--- config.mk ---
export PLATFORM = sky130hd
export DESIGN_NAME = sram_bus_arbiter
export DESIGN_NICKNAME = d
export VERILOG_FILES = /design/src/rtl/sram_bus_arbiter.sv
export SDC_FILE = /design/constraint.sdc
export NUM_CORES = 1
export LEC_CHECK = 0
export CORE_AREA = 2 2 120 122
export CTS_CLUSTER_DIAMETER = 40
export DETAILED_ROUTE_END_ITERATION = 10
export DIE_AREA = 0 0 122 124
export HOLD_SLACK_MARGIN = 0.06
export PLACE_DENSITY = 0.66
export SYNTH_ARGS = -nofsm -noshare
export SYNTH_HDL_FRONTEND = slang
export SYNTH_SLANG_ARGS = --single-unit
--- constraint.sdc ---
create_clock -name clk -period 5.2 [get_ports clk]
set_input_delay 1.04 -clock clk [delete_from_list [all_inputs] [get_ports clk]]
set_output_delay 1.04 -clock clk [all_outputs]
set_load 0.005 [all_outputs]
--- src/rtl/sram_bus_arbiter.sv ---
// sram_bus_arbiter
//
// Shares one SRAM-like bus between the instruction-cache and data-cache
// master ports. Address phases are arbitrated (data over inst by default).
// A small in-order ID FIFO records which master owns each accepted
// transaction, so every data_ok/rdata goes back to the right master.
//
// Configuration macro:
//   SRAM_ARB_RR_EN - when defined, a contended grant with no lock goes to the
//                    master that did not win the previous address handshake.
//                    When undefined, data has fixed priority over inst.
//
// Ports:
//   clk, rst                         clock, asynchronous active-low reset
//   inst_req/wr/size/addr/wdata      instruction master request fields
//   inst_rdata/addr_ok/data_ok       instruction master return fields
//   data_req/wr/size/addr/wdata      data master request fields
//   data_rdata/addr_ok/data_ok       data master return fields
//   m_req/wr/size/addr/wdata         request fields driven to the shared bus
//   m_rdata/addr_ok/data_ok          return fields from the shared bus

module sram_bus_arbiter #(
  parameter int MAX_OUTSTANDING = 4,
  parameter int PTR_W           = 2
) (
  input  logic        clk,
  input  logic        rst,

  input  logic        inst_req,
  input  logic        inst_wr,
  input  logic [1:0]  inst_size,
  input  logic [31:0] inst_addr,
  input  logic [31:0] inst_wdata,
  output logic [31:0] inst_rdata,
  output logic        inst_addr_ok,
  output logic        inst_data_ok,

  input  logic        data_req,
  input  logic        data_wr,
  input  logic [1:0]  data_size,
  input  logic [31:0] data_addr,
  input  logic [31:0] data_wdata,
  output logic [31:0] data_rdata,
  output logic        data_addr_ok,
  output logic        data_data_ok,

  output logic        m_req,
  output logic        m_wr,
  output logic [1:0]  m_size,
  output logic [31:0] m_addr,
  output logic [31:0] m_wdata,
  input  logic [31:0] m_rdata,
  input  logic        m_addr_ok,
  input  logic        m_data_ok
);

  localparam logic [PTR_W:0] FULL_COUNT = (PTR_W + 1)'(MAX_OUTSTANDING);

  // Owner IDs stored in the FIFO and used for the grant
  localparam logic OWNER_INST = 1'b0;
  localparam logic OWNER_DATA = 1'b1;

  logic [MAX_OUTSTANDING-1:0] fifo_q, fifo_d;
  logic [PTR_W-1:0]           head_q, head_d;
  logic [PTR_W-1:0]           tail_q, tail_d;
  logic [PTR_W:0]             count_q, count_d;
  logic                       lock_q, lock_d;
  logic                       lockOwner_q, lockOwner_d;
`ifdef SRAM_ARB_RR_EN
  logic                       rrLast_q, rrLast_d;
`endif

  logic notFull;
  logic grant;
  logic grantedReq;
  logic push;
  logic pop;
  logic headId;

  // The grant decision is based on the registered count only, so a pop in a
  // full cycle cannot open a grant until the following cycle.
  assign notFull = (count_q < FULL_COUNT);

  // Grant selection: a stalled request keeps its owner so the bus fields stay
  // stable until the address is accepted.
  always_comb begin
    grant = OWNER_INST;
    if (lock_q) begin
      grant = lockOwner_q;
    end
`ifdef SRAM_ARB_RR_EN
    else if (inst_req && data_req) begin
      grant = ~rrLast_q;
    end
`endif
    else begin
      grant = data_req ? OWNER_DATA : OWNER_INST;
    end
  end

  assign grantedReq = (grant == OWNER_DATA) ? data_req : inst_req;

  // Handshakes are gated by rst so they read 0 while reset is held, even
  // though the master request inputs may still be active.
  assign m_req = rst & notFull & grantedReq;
  assign push  = m_req & m_addr_ok;
  assign pop   = rst & m_data_ok & (count_q != '0);

  assign headId = fifo_q[head_q];

  assign inst_addr_ok = push & (grant == OWNER_INST);
  assign data_addr_ok = push & (grant == OWNER_DATA);
  assign inst_data_ok = pop & (headId == OWNER_INST);
  assign data_data_ok = pop & (headId == OWNER_DATA);

  assign inst_rdata = rst ? m_rdata : 32'h0;
  assign data_rdata = rst ? m_rdata : 32'h0;

  // Request-field mux from the granted master, forced to 0 during reset.
  always_comb begin
    m_wr    = 1'b0;
    m_size  = 2'b00;
    m_addr  = 32'h0;
    m_wdata = 32'h0;
    if (rst) begin
      if (grant == OWNER_DATA) begin
        m_wr    = data_wr;
        m_size  = data_size;
        m_addr  = data_addr;
        m_wdata = data_wdata;
      end else begin
        m_wr    = inst_wr;
        m_size  = inst_size;
        m_addr  = inst_addr;
        m_wdata = inst_wdata;
      end
    end
  end

  // Next-state: ID FIFO pointers/count, and the lock that holds a stalled
  // grant. A push and pop in the same cycle leave the count unchanged.
  always_comb begin
    fifo_d      = fifo_q;
    head_d      = head_q;
    tail_d      = tail_q;
    count_d     = count_q;
    lock_d      = lock_q;
    lockOwner_d = lockOwner_q;

    if (push) begin
      fifo_d[tail_q] = grant;
      tail_d         = tail_q + 1'b1;
    end
    if (pop) begin
      head_d = head_q + 1'b1;
    end

    case ({push, pop})
      2'b10:   count_d = count_q + 1'b1;
      2'b01:   count_d = count_q - 1'b1;
      default: count_d = count_q;
    endcase

    if (m_req && !m_addr_ok) begin
      lock_d      = 1'b1;
      lockOwner_d = grant;
    end else if (push) begin
      lock_d = 1'b0;
    end
  end

`ifdef SRAM_ARB_RR_EN
  // Remember the most recent address-handshake winner for round-robin.
  always_comb begin
    rrLast_d = rrLast_q;
    if (push) begin
      rrLast_d = grant;
    end
  end

  always_ff @(posedge clk or negedge rst) begin
    if (!rst) begin
      rrLast_q <= OWNER_INST;
    end else begin
      rrLast_q <= rrLast_d;
    end
  end
`endif

  // State registers; reset discards any outstanding transactions.
  always_ff @(posedge clk or negedge rst) begin
    if (!rst) begin
      fifo_q      <= '0;
      head_q      <= '0;
      tail_q      <= '0;
      count_q     <= '0;
      lock_q      <= 1'b0;
      lockOwner_q <= OWNER_INST;
    end else begin
      fifo_q      <= fifo_d;
      head_q      <= head_d;
      tail_q      <= tail_d;
      count_q     <= count_d;
      lock_q      <= lock_d;
      lockOwner_q <= lockOwner_d;
    end
  end

endmodule

==> results.py <==
metrics = {
    "run_status": {
        "status": "completed",
    },
    "min_path": {
        "hold_path_depth": 1,
        "hp-start": "head_q[1]",
        "whs_endpoint": "head_q[1]",
        "hp-class": "flip-flop to flip-flop",
    },
    "layout": {
        "final_cells": 791,
        "diodes": 0,
        "drive_gt1_frac": 0.02782,
        "syn_to_final_growth_pct": 129.6,
        "mostFrequentLayoutCells": "306 x clkdlybuf4s50_1, 136 x nand2_1, 47 x a21boi_0",
        "final_common_cell": "clkdlybuf4s50_1",
        "nNetsFinal": 790,
    },
    "placement": {
        "dp_hpwl_mm": 9.131,
        "gp_congestion": 0.8124,
        "port_buffers": 307,
        "place_inst": 787,
    },
    "synthesis": {
        "synth_area_um2": 2371,
        "ys.warnings.count": 0,
        "netlist.area_leader.share": 0.2153,
        "postSynthCellCount": 357,
        "synth.ff_latch_count": 13,
        "yosysTopAreaCell": "nand2_1",
        "ys_seq_area_frac": 0.1372,
        "ys_types": 30,
        "synthTopCellsByArea": "nand2_1 22%, a21boi_0 15%, dfrtp_1 14%",
        "postSynthAreaPerCell_um2": 6.642,
        "syn_nets": 535,
    },
    "die": {
        "num_rows": 43,
        "die_w_um": 122,
        "initial_core_util": 0.1728,
        "dieArea_um2": 15130,
        "design.core.area_um2": 13720,
        "die_h_um": 124,
        "io_pins": 308,
    },
    "critical_path": {
        "reg2reg_depth": 8,
        "slowest_stage": "clkdlybuf4s50_1",
        "cp.arrival_ns": 3.31,
        "worstSetupPathType": "input pin to output pin",
        "critPathMaxStageDelay_ns": 0.71,
        "required_ns": 4.16,
        "r2r-start": "lock_q",
        "worstSetupEndpointType": "output pin",
        "start_kind": "input pin",
        "rrSetupSlack_ns": 2.78,
        "crit_fanout": 72,
        "r2r-end": "count_q[2]",
        "cp_common_cell": "clkdlybuf4s50_1",
        "crit_path_cell_trace": "clkdlybuf4s50_1 -> mux2_2 -> buf_12 -> nand2_1 -> a21boi_0 -> clkdlybuf4s50_1",
    },
    "cts": {
        "post_cts_resized": 0,
        "cts_sinks": 13,
        "cts.clk_slew.worst_paths_ns": 0.04,
        "clock_latency_ns": 0.24,
        "cts_htree_levels": 1,
        "clockRootBuffer": "clkbuf_16",
        "cts_hold_buf": 0,
        "clk_path_buf_depth": 2,
        "postCtsSetupRepairBufs": 0,
        "cts_buffers": 3,
        "cts_tree": "yes",
    },
    "run": {
        "drv_cap": 0,
    },
    "power": {
        "irDropWorstVdd_uv": 366.4,
        "p_leak_nw": 2.150,
        "p_per_area_nw_per_um2": 269.5,
    },
    "sta": {
        "max_freq_mhz": 229.6,
        "min_period_over_period": 0.8374,
        "slew_violations": 0,
        "fin_crit_ns": 4.355,
        "report.final.hold_viol_count": 0,
        "rsz0062_at_grt": "no",
        "worstMarginPinSlew_ns": 0.7280,
        "setup_viol": 0,
        "slew_headroom": 0.5147,
        "hold_slack_ns": 0.4858,
        "finalClockSkew_ns": 0.0008936,
        "setup_tns_ns": 0,
    },
    "drt": {
        "avgViaCountPerCell": 4.171,
        "routedWlPerCell_um": 14.39,
        "dr.pass1.iters": 6,
        "vias": 3299,
        "ant_nets": 0,
        "drt-initial-drc-count": 149,
        "wirelength_mm": 11.39,
        "drc": 0,
    },
    "grt": {
        "grt_overflow": 0,
        "grt_first_pass_wirelength_mm": 16.19,
        "grt_max_degree": 73,
        "grt_pass1_vias": 3172,
        "grt_antenna_before_repair": 0,
        "track_usage": 0.1319,
    },
}
routing by layer:
layer	wire, µm	up-vias	share of wire	track usage
li1	-	1632	-	-
met1	4221	1516	0.37	0.1481
met2	6122	142	0.54	0.2619
met3	928	9	0.082	0.02335
met4	113	0	0.0099	0.02011
met5	0	-	0	0
registers in the layout (all words and copies together) (netlist names):
register     count
lock_q           1
lockOwner_q      1
fifo_q           4
tail_q           2
head_q           2
count_q          3
Yosys cell counts, drive strengths merged:
library cell / n
o2111ai: 1
o21a: 1
mux2: 6
nor2: 4
and4b: 4
mux2i: 2
o211ai: 4
a22o: 1
nor4b: 1
ha: 5
and2: 33
inv: 6
a21boi: 68
buf: 46
dfrtp: 13
clkbuf: 14
and2b: 1
xor2: 2
or3b: 1
o311ai: 1
mux4: 1
xnor2: 4
nand2: 136
fa: 1
o211a: 1
critical path: cells and delay by family:
kind	cells	cell delay, ns
buf+inv	3	1.53
compound gates	1	0.31
mux	1	0.27
simple gates	1	0.09
per-stage QoR:
stage	power, W	util	area, µm²	setup WS (ns)
after floorplan	0.0007522	-	2371	2.117
after global placement	0.001316	0.3911	5365	0.9258
after detailed placement	0.001340	0.3911	5365	0.9133
after CTS	0.001493	0.3968	5444	0.8976
after global routing	0.001604	0.3968	5444	0.7521
final	0.001467	0.3968	5444	0.8454
area by class of cell:
| class | count | area (µm²) |
|---|---|---|
| clock buffer | 4 | 78.83 |
| inverter | 6 | 22.52 |
| multi-input combinational | 278 | 1664 |
| tap | 180 | 225.2 |
| timing repair buffer | 310 | 3128 |
| fill | 1398 | 8275 |
| sequential | 13 | 325.3 |
power breakdown:
part           switching (W)  total [W]  internal (W)
logic               0.000489    0.00111      0.000625
registers          0.0000556   0.000208      0.000153
clock network      0.0000412   0.000144      0.000103
total               0.000586    0.00147      0.000881
logic make-up after synthesis:
family,synth area share
AO/OA/AOI/OAI,0.2554
buffers and inverters,0.1662
AND/OR/NAND/NOR,0.3362
adder cells (fa/ha/maj),0.03483
XOR/XNOR,0.02216
flip-flops,0.1372
multiplexers,0.04802
worst max path at each step:
stage / startpoint / to / depth (start not counted)
floorplan: data_req / m_wdata[10] / 6
global placement: data_req / m_addr[3] / 6
detailed placement: data_req / m_addr[3] / 6
CTS: data_req / m_addr[3] / 6
global route: data_req / m_addr[3] / 6
finish: data_req / m_addr[3] / 6
No activity file was read; power rests on OpenSTA's default activity.
